===== config.mk =====
export PLATFORM = sky130hd
export DESIGN_NAME = pll_div_clk
export DESIGN_NICKNAME = d
export VERILOG_FILES = /design/src/rtl/pll_div_clk_pkg.sv /design/src/rtl/pll_lock_timer.sv /design/src/rtl/pll_div_clk.sv
export SDC_FILE = /design/constraint.sdc
export NUM_CORES = 1
export LEC_CHECK = 0
export CORE_UTILIZATION = 28
export DETAILED_ROUTE_END_ITERATION = 12
export MAX_ROUTING_LAYER = met4
export SETUP_SLACK_MARGIN = 0.02
export SLEW_MARGIN = 10
export SYNTH_ARGS = -nofsm -noshare
export SYNTH_HDL_FRONTEND = slang
export SYNTH_SLANG_ARGS = --single-unit
export TNS_END_PERCENT = 50

===== constraint.sdc =====
create_clock -name clk -period 3.4 [get_ports clk]
set_input_delay 0.34 -clock clk [delete_from_list [all_inputs] [get_ports clk]]
set_output_delay 0.34 -clock clk [all_outputs]
set_load 0.05 [all_outputs]

===== src/rtl/pll_div_clk_pkg.sv =====
// Shared defaults and the half-period calculation for the emulated PLL divider.
package pll_div_clk_pkg;

   localparam int DEF_CLK_FREQ_HZ = 12_000_000;
   localparam int DEF_OUT_FREQ_HZ = 1;
   localparam int DEF_LOCK_CYCLES = 16;

   // Number of input clocks per output half-period, truncated.
   function automatic int calc_half(input int clk_hz, input int out_hz);
      return clk_hz / (2 * out_hz);
   endfunction

endpackage


===== src/rtl/pll_lock_timer.sv =====
// Emulated PLL lock: counts rising edges after reset release and asserts locked
// once LOCK_CYCLES edges have elapsed, holding it until the next reset.
module pll_lock_timer
   import pll_div_clk_pkg::*;
#(
   parameter int LOCK_CYCLES = DEF_LOCK_CYCLES
) (
   input  logic clk,
   input  logic rst,
   output logic locked
);

   localparam int LW = $clog2(LOCK_CYCLES + 1);
   localparam logic [LW-1:0] LAST = LW'(LOCK_CYCLES);

   logic [LW-1:0] lock_cnt;

   // Saturating count; locked rises on the same edge the count reaches LAST.
   always_ff @(posedge clk) begin
      if (rst) begin
         lock_cnt <= '0;
         locked   <= 1'b0;
      end else if (lock_cnt != LAST) begin
         lock_cnt <= lock_cnt + LW'(1);
         if (lock_cnt == LAST - LW'(1)) begin
            locked <= 1'b1;
         end
      end
   end

endmodule


===== src/rtl/pll_div_clk.sv =====
// Divides clk down to a registered 50%-duty square wave at OUT_FREQ_HZ, gated by
// an emulated PLL lock, with a one-cycle tick on each rising output edge.
module pll_div_clk
   import pll_div_clk_pkg::*;
#(
   parameter int CLK_FREQ_HZ = DEF_CLK_FREQ_HZ,
   parameter int OUT_FREQ_HZ = DEF_OUT_FREQ_HZ,
   parameter int LOCK_CYCLES = DEF_LOCK_CYCLES
) (
   input  logic clk,
   input  logic rst,
   output logic locked,
   output logic clk_1hz,
   output logic tick_1hz
);

   localparam int HALF  = calc_half(CLK_FREQ_HZ, OUT_FREQ_HZ);
   localparam int CNT_W = (HALF > 1) ? $clog2(HALF) : 1;
   localparam logic [CNT_W-1:0] LAST = CNT_W'(HALF - 1);

   if (HALF < 1 || LOCK_CYCLES < 1) begin : g_bad_params
      $error("pll_div_clk: HALF and LOCK_CYCLES must both be at least 1");
   end

   logic [CNT_W-1:0] div_cnt;

   pll_lock_timer #(
      .LOCK_CYCLES(LOCK_CYCLES)
   ) u_lock (
      .clk   (clk),
      .rst   (rst),
      .locked(locked)
   );

   // Divider only advances on edges where locked was already high, so the first
   // output rise lands HALF edges after locked rises.
   always_ff @(posedge clk) begin
      if (rst) begin
         div_cnt  <= '0;
         clk_1hz  <= 1'b0;
         tick_1hz <= 1'b0;
      end else if (locked) begin
         tick_1hz <= 1'b0;
         if (div_cnt == LAST) begin
            div_cnt  <= '0;
            clk_1hz  <= ~clk_1hz;
            tick_1hz <= ~clk_1hz;
         end else begin
            div_cnt <= div_cnt + CNT_W'(1);
         end
      end
   end

endmodule


==> impl_metrics.ini, run 1 <==
[logic_synthesis]
syn_avg_cell_area_um2 = 8.834
yosys.area.top_type = dfxtp_1
synth_seq_cells = 31
yosys.cell_count.top_type = dfxtp_1
ys_top_cells_by_count = 31 x dfxtp_1, 22 x nor2_1, 12 x xnor2_1
seq_area_frac_synth = 0.4258
netlist_area_mm2 = 0.001458
synth_fa_ha_area_frac = 0.03433
synth_top_family_by_area = simple AND/OR/NAND/NOR gates
synthCells = 165
ys_top_cells_by_area = dfxtp_1 43%, xnor2_1 7.2%, nor2_1 5.7%
yosys.area_share.xor_xnor = 0.1082
synth_cell_types = 30
synth-compound-area-share = 0.07811
syn_nets = 171
ys.flop_type = dfxtp_1
async_flop_share = 0
muxShareOfSynthArea = 0.01373
synthSimpleGateAreaFrac = 0.2979
ys.warnings.count = 0
yosysTopAreaCellShare = 0.4258
synth_edf_count = 0

[timing]
setup_violations = 0
worst_slew_pin_slew_ns = 0.9567
setup_tns_ns = 0
slew_violations = 0
maxSlewHeadroom = 0.3532
hold_viol = 0
layout_min_cycle_time_ns = 2.307
fmax_mhz = 433.4
rsz0062_at_grt = no
period_share = 0.6786
fin_skew_ns = 0.004318

[critical_path]
crit_chain = nand4_1 -> or4_4 -> o21bai_2 -> buf_4 -> nor2_1
critPathLaunchType = flop
worstSetupPathType = flop to flop
cp-end-kind = flop
max_stage_delay_ns = 0.66
crit_required_ns = 3.58
cp_slowest_cell = or4_4
critPathMaxFanout = 12
critPathArrivalTime_ns = 2.49

[cts]
path_clk_slew_ns = 0.07
post_cts_buffers = 0
numCtsBuffers = 5
clock-root-buffer = clkbuf_8
htreeDepth = 2
hold_buffers = 0
cts_resized = 0
clockBufferDepth = 2
clkSinkCount = 31
cts_tree = yes
clk_latency_ns = 0.28

[finish]
syn2layout_area_growth_pct = 12.19
fill_cells = 506
diodes = 0
drive_gt1_frac = 0.08824
fin_nets = 175
final_util = 0.3351

[floorplanning]
start_util = 0.2987
dieArea_mm2 = 0.005498
die_w_um = 74.15
fp.dieH_um = 74.15
core_mm2 = 0.004880
num_rows = 25
io-pin-count = 5

[status]
status = complete, no violations

[power_and_ir_drop]
power_per_cell_area_mw_per_mm2 = 406.2
leakage_nw = 0.4966
ir_drop_v = 0.0001271

[route]
m1WireLength_mm = 1.394
drt_first_pass_iters = 4
drc = 0
via_per_inst = 4.759
wl_per_cell_um = 11.59
met2_length_mm = 1.192
highest_layer = met4
drt-total-wl_mm = 2.747
wl_met3_um = 92
drt-initial-drc-count = 45
detail-route-antenna-nets = 0
via_count = 1128

[global_route]
grt_antenna_before_repair = 0
grt_overflow = 0
grt_pass1_wl_mm = 5.147
grt_pass1_vias = 1142
track_usage = 0.1295
grt_max_degree = 13

[placed_design]
place_congestion = 0.7358
numPortBuffers = 4
post-dp-hpwl_mm = 1.949

[worst_hold_path]
hold_class = flop to flop

[flow_run]
cap_violations = 0
==> area by class of cell <==
type	count	area (um2)	area share
multi-input cells	120	775.7	0.4744
inverters	6	22.52	0.01377
well taps	67	83.83	0.05126
flip-flops and latches	31	620.6	0.3795
repair buffers	5	47.55	0.02907
clock inverters	2	12.51	0.007651
clock buffers	6	72.57	0.04438
==> kinds of logic after synthesis <==
logic type / Yosys count
flip-flops: 31
buffers and inverters: 14
adder cells (fa/ha/maj): 4
AND/OR/NAND/NOR: 77
multiplexers: 2
XOR/XNOR: 18
AO/OA/AOI/OAI: 19
==> path summary, 6_finish.rpt <==
check,cells past startpoint,slack (ns),start,end
max,5,1.09,div_cnt[3],div_cnt[9]
min,2,0.47,tick_1hz,tick_1hz
max reg2reg,5,1.09,div_cnt[3],div_cnt[9]
min reg2reg,2,0.47,tick_1hz,tick_1hz
==> per-stage QoR <==
step / total power, mW / setup WS (ns) / area (um2) / instances / hold slack (ns)
after floorplan: 0.3903 / 1.244 / 1458 / 165 / 0.4653
after global placement: 0.3953 / 1.172 / 1550 / 229 / 0.4580
after detailed placement: 0.3955 / 1.091 / 1550 / 229 / 0.4650
after CTS: 0.6739 / 1.076 / 1635 / 237 / 0.4761
after global routing: 0.6916 / 0.8390 / 1635 / 237 / 0.5238
final: 0.6643 / 1.093 / 1635 / 237 / 0.4683
==> critical path: cells and delay by family, from the launching register on <==
kind                   cells  cell delay, ns
flip-flops                 1            0.40
AO/OA/AOI/OAI              1            0.42
buffers and inverters      1            0.28
AND/OR/NAND/NOR            3            1.11
==> registers in the layout, indices dropped and copies added (netlist names) <==
signal,flops
u_lock.locked,1
clk_1hz,1
tick_1hz,1
u_lock.lock_cnt,5
div_cnt,23
==> power breakdown <==
part / internal [mW] / switching (mW)
Sequential: 0.366 / 0.00310
Clock: 0.143 / 0.135
Combinational: 0.00729 / 0.0103
Total: 0.516 / 0.148
==> metal layers <==
metal	GRT usage	vias to the layer above
met3	0.04065	6
li1	-	591
met4	0.06410	0
met1	0.1588	517
met2	0.1909	14
met5	-	-
==> layout by cell type (no fill, tap or decap), types with 2 or more instances in the layout <==
cell,netlist,final
or3_1,7,7
inv_1,6,6
mux2i_1,2,2
and3_1,2,2
a21oi_1,8,8
or4_4,2,2
nand4_1,6,6
ha_1,4,4
clkbuf_8,0,5
xnor2_1,12,12
nand3_1,9,9
or4_1,4,4
and4_1,2,2
nand2_1,8,8
a21oi_2,2,2
nor3_1,4,4
nor4_1,4,4
o31ai_1,2,2
dfxtp_1,31,31
o21ai_0,6,6
nor4b_1,3,3
nor2_1,22,22
clkdlybuf4s50_1,0,4
xor2_1,6,6
No activity file was read; power rests on OpenSTA's default activity.
==> inputs of run 2 (changes only) <==
==> constraint.sdc (replaced) <==
create_clock -name clk -period 2.18 [get_ports clk]
set_input_delay 0.218 -clock clk [delete_from_list [all_inputs] [get_ports clk]]
set_output_delay 0.218 -clock clk [all_outputs]
set_load 0.05 [all_outputs]
==> run 2 against run 1 <==
  * Critical path depth down 1
  * Global-route usage shrank 0.27 points
  * Clock skew about the same
  * First-iteration DRC count up 93%
  * Power rose by 80%
  * Non-clock buffer count is 5 higher
  * Wire length up 1.2%
  * Critical endpoint is now div_cnt[16]
  * Highest routed layer unchanged
==> impl_metrics.ini, run 2 (synthesis results as in run 1) <==
[global_route]
grt_pass1_wl_mm = 4.988
track_usage = 0.1268
grt_max_degree = 22
grt_overflow = 0
grt_pass1_vias = 1057
grt_antenna_before_repair = 0

[floorplanning]
num_rows = 25
core_mm2 = 0.004880
io-pin-count = 5
fp.dieH_um = 74.15
die_w_um = 74.15
start_util = 0.2987
dieArea_mm2 = 0.005498

[route]
via_per_inst = 4.686
via_count = 1134
drc = 0
drt_first_pass_iters = 4
drt-initial-drc-count = 87
detail-route-antenna-nets = 0
drt-total-wl_mm = 2.779
wl_per_cell_um = 11.48

[cts]
clockBufferDepth = 2
clock-root-buffer = clkbuf_8
path_clk_slew_ns = 0.07
hold_buffers = 0
clkSinkCount = 31
cts_tree = yes
post_cts_buffers = 0
clk_latency_ns = 0.29
numCtsBuffers = 5
htreeDepth = 2
cts_resized = 0

[critical_path]
critPathLaunchType = flop
max_stage_delay_ns = 0.58
cp_slowest_cell = or3_1
critPathMaxFanout = 9
crit_family = simple AND/OR/NAND/NOR gates
crit_chain = nand4_1 -> or3_1 -> or4b_4 -> a21oi_2
r2r_start = div_cnt[3]
crit_buf_inv = 0
cp-end-kind = flop
worstSetupPathType = flop to flop
critPathArrivalTime_ns = 2.25
startpoint = div_cnt[3]
crit_required_ns = 2.41

[finish]
largest_reg_flops = 23
fin_nets = 180
top_register = div_cnt
drive_gt1_frac = 0.1200
layout_commonest_cell = dfxtp_1
mostFrequentLayoutCells = 31 x dfxtp_1, 22 x nor2_1, 12 x xnor2_1
reg.largest.list = div_cnt x23, u_lock.lock_cnt x5
syn2layout_area_growth_pct = 17.85
diodes = 0

[timing]
fin_skew_ns = 0.004785
hold_viol = 0
slew_violations = 0
hold_ws_ns = 0.4718
layout_min_cycle_time_ns = 2.021
worst_slew_pin_slew_ns = 0.4985
fmax_mhz = 494.7
period_share = 0.9272
rsz0062_at_grt = no
setup_tns_ns = 0
setup_violations = 0
maxSlewHeadroom = 0.6667

[worst_hold_path]
hold_class = flop to flop
worstHoldStart = tick_1hz

[flow_run]
cap_violations = 0

[power_and_ir_drop]
leakage_nw = 0.5445
ir_drop_v = 0.0003782
power_per_cell_area_mw_per_mm2 = 694.9

[placed_design]
post-dp-hpwl_mm = 1.939
numPortBuffers = 4
place_congestion = 0.8108

[status]
status = complete, no violations
run 2: changes by cell type in the layout (fill, tap and decap cells not counted), sizes merged:
cell	before	now
buf	1	6
bufinv	0	1
clkinvlp	1	0
run 2: final cells by class:
cell class	count	area [um2]
Clock inverter	2	35.03
Sequential cell	31	620.6
Timing Repair Buffer	10	97.59
Tap cell	67	83.83
Multi-Input combinational cell	120	775.7
Fill cell	510	3162
Inverter	6	22.52
Clock buffer	6	82.58
run 2: report_power, final:
| group | internal, mW | switching [mW] | total (mW) |
|---|---|---|---|
| Combinational | 0.0140 | 0.0169 | 0.0309 |
| Clock | 0.369 | 0.217 | 0.587 |
| Sequential | 0.571 | 0.00469 | 0.576 |
| Total | 0.955 | 0.239 | 1.19 |
run 2: path summary, 6_finish.rpt:
check,slack (ns),endpoint,cells past startpoint
max,0.16,div_cnt[16],4
min,0.47,tick_1hz,2
max reg2reg,0.16,div_cnt[16],4
min reg2reg,0.47,tick_1hz,2
run 2: metal layers:
layer	global-route usage	part of all wire	wire length [um]	up-vias
met4	0.08333	0.033	91	0
met2	0.1697	0.41	1141	20
met1	0.1610	0.52	1458	509
li1	-	-	-	598
met3	0.04065	0.032	88	7
met5	-	0	0	-
run 2: worst min-delay path, cell delays in order (launching register included):
cell and delay [ns]:
dfxtp_1 0.31, nand2b_1 0.06, a21oi_1 0.05
run 2: metrics by stage:
step	worst slack, ns	util	instances	area (um2)	total power [mW]
2_1_floorplan	0.02362	-	165	1458	0.6088
3_3_place_gp	0.2399	0.3279	234	1600	0.6200
3_5_place_dp	0.2001	0.3279	234	1600	0.6199
5_1_grt	0.04267	0.3521	242	1718	1.241
6_report	0.1586	0.3521	242	1718	1.194
4_1_cts	0.1799	0.3521	242	1718	1.208
==> inputs of run 3 (changes only) <==
--- a/config.mk
+++ b/config.mk
@@ -8,6 +8,7 @@
 export CORE_UTILIZATION = 28
 export DETAILED_ROUTE_END_ITERATION = 12
 export MAX_ROUTING_LAYER = met4
+export REMOVE_ABC_BUFFERS = 1
 export SETUP_SLACK_MARGIN = 0.02
 export SLEW_MARGIN = 10
 export SYNTH_ARGS = -nofsm -noshare
==> run 3 against run 2 <==
  * Clock power decreased by 17%
  * Sequential cell count unchanged
  * Register-to-register slack better by 0.03 ns
  * Count of clock-buffer cells in the layout up 2
  * Sequential share of layout area is 0.32 points higher
  * Highest routed layer unchanged
==> impl_metrics.ini, run 3 (synthesis results as in run 1) <==
[status]
status = complete, no violations

[timing]
slew_violations = 0
period_share = 0.9156
maxSlewHeadroom = 0.6657
worst_slack_ns = 0.1841
worst_slew_pin_slew_ns = 0.4998
setup_violations = 0
rsz0062_at_grt = no
fin_skew_ns = 0.002990
fmax_mhz = 501.0
layout_min_cycle_time_ns = 1.996
hold_viol = 0
setup_tns_ns = 0

[floorplanning]
die_w_um = 74.15
start_util = 0.2987
dieArea_mm2 = 0.005498
fp.dieH_um = 74.15
core_mm2 = 0.004880
io-pin-count = 5
num_rows = 25

[cts]
cts_resized = 0
clockBufferDepth = 2
hold_buffers = 0
numCtsBuffers = 5
clock-root-buffer = clkbuf_8
clkSinkCount = 31
clk_latency_ns = 0.28
cts_tree = yes
path_clk_slew_ns = 0.06
htreeDepth = 2
post_cts_buffers = 0

[route]
wl_per_cell_um = 11.09
detail-route-antenna-nets = 0
via_count = 1150
drt-total-wl_mm = 2.705
drt_first_pass_iters = 4
drt-initial-drc-count = 95
via_per_inst = 4.713
drc = 0

[placed_design]
numPortBuffers = 4
post-dp-hpwl_mm = 1.945
place_congestion = 0.8415
pre_cts_ws_ns = 0.1712

[finish]
mostFrequentLayoutCells = 31 x dfxtp_1, 22 x nor2_1, 12 x xnor2_1
fill_cells = 511
syn2layout_area_growth_pct = 16.82
final-seq-area_um2 = 620.6
layout_commonest_cell = dfxtp_1
fin_nets = 182
reg.largest.list = div_cnt x23, u_lock.lock_cnt x5
diodes = 0
drive_gt1_frac = 0.1243
multiInputGateArea_um2 = 775.7
top_register = div_cnt
largest_reg_flops = 23

[worst_hold_path]
holdPathEnd = tick_1hz
min_path_cells = 2
hold_class = flop to flop
worstHoldStart = tick_1hz

[power_and_ir_drop]
leakage_nw = 0.5399
power_per_cell_area_mw_per_mm2 = 642.1
ir_drop_v = 0.0001917

[critical_path]
critPathLaunchType = flop
cp-end-kind = flop
critPathMaxFanout = 9
ff2ff_setup_slack_ns = 0.18
r2r_start = div_cnt[0]
crit_required_ns = 2.40
worstSetupPathType = flop to flop
r2r_end = div_cnt[16]
critPathArrivalTime_ns = 2.22
r2r_cells = 5

[global_route]
grt_antenna_before_repair = 0
track_usage = 0.1271
grt_pass1_wl_mm = 4.864
grt_overflow = 0
grt_max_degree = 17
grt_pass1_vias = 1074

[flow_run]
cap_violations = 0
==> run 3: cell count changes in the layout (fill, tap and decap cells not counted), sizes merged <==
cell    change
buf         +2
bufinv      -1
clkbuf      +2
clkinv      -1
==> run 3: power breakdown <==
part           internal (mW)  total, mW  switching, mW
registers              0.572      0.576        0.00474
logic                 0.0139     0.0300         0.0161
clock network          0.288      0.487          0.199
==> run 3: through the flow <==
step           instances  power [mW]    util  hold WS [ns]  instance area, um2
2_1_floorplan        157      0.6051       -        0.2871                1419
3_3_place_gp         236      0.6188  0.3285        0.4568                1603
3_5_place_dp         236      0.6199  0.3285        0.4713                1603
4_1_cts              244       1.113  0.3490        0.4801                1703
5_1_grt              244       1.154  0.3490        0.4883                1703
6_report             244       1.093  0.3490        0.4728                1703
==> run 3: how the worst max path moves through the flow <==
stage / cells past startpoint / start / endpoint / slack [ns]
2_1_floorplan: 4 / u_lock.locked / div_cnt[16] / -0.02
3_5_place_dp: 5 / div_cnt[0] / div_cnt[16] / 0.17
5_1_grt: 5 / div_cnt[0] / div_cnt[16] / 0.04
6_report: 5 / div_cnt[0] / div_cnt[16] / 0.18
4_1_cts: 5 / div_cnt[0] / div_cnt[16] / 0.16
3_3_place_gp: 5 / div_cnt[0] / div_cnt[16] / 0.25
==> run 3: layout make-up <==
type	count	share of cell area
multi-input combinational	120	0.4555
sequential	31	0.3644
clock buffer	8	0.05878
timing repair buffer	12	0.05878
tap	67	0.04923
inverter	6	0.01323
==> run 3: per-layer routing <==
metal,up-vias,GRT usage,share of wire
met5,-,-,0
met4,0,0.08974,0.027
met3,4,0.04472,0.039
met2,21,0.1778,0.41
met1,519,0.1504,0.52
li1,606,-,-
==> run 3: worst max-delay path, cell delays in order (launching register included) <==
cell,delay [ns]
dfxtp_1,0.38
ha_1,0.20
nand3_1,0.14
or3_1,0.54
or4b_4,0.53
a21oi_2,0.13
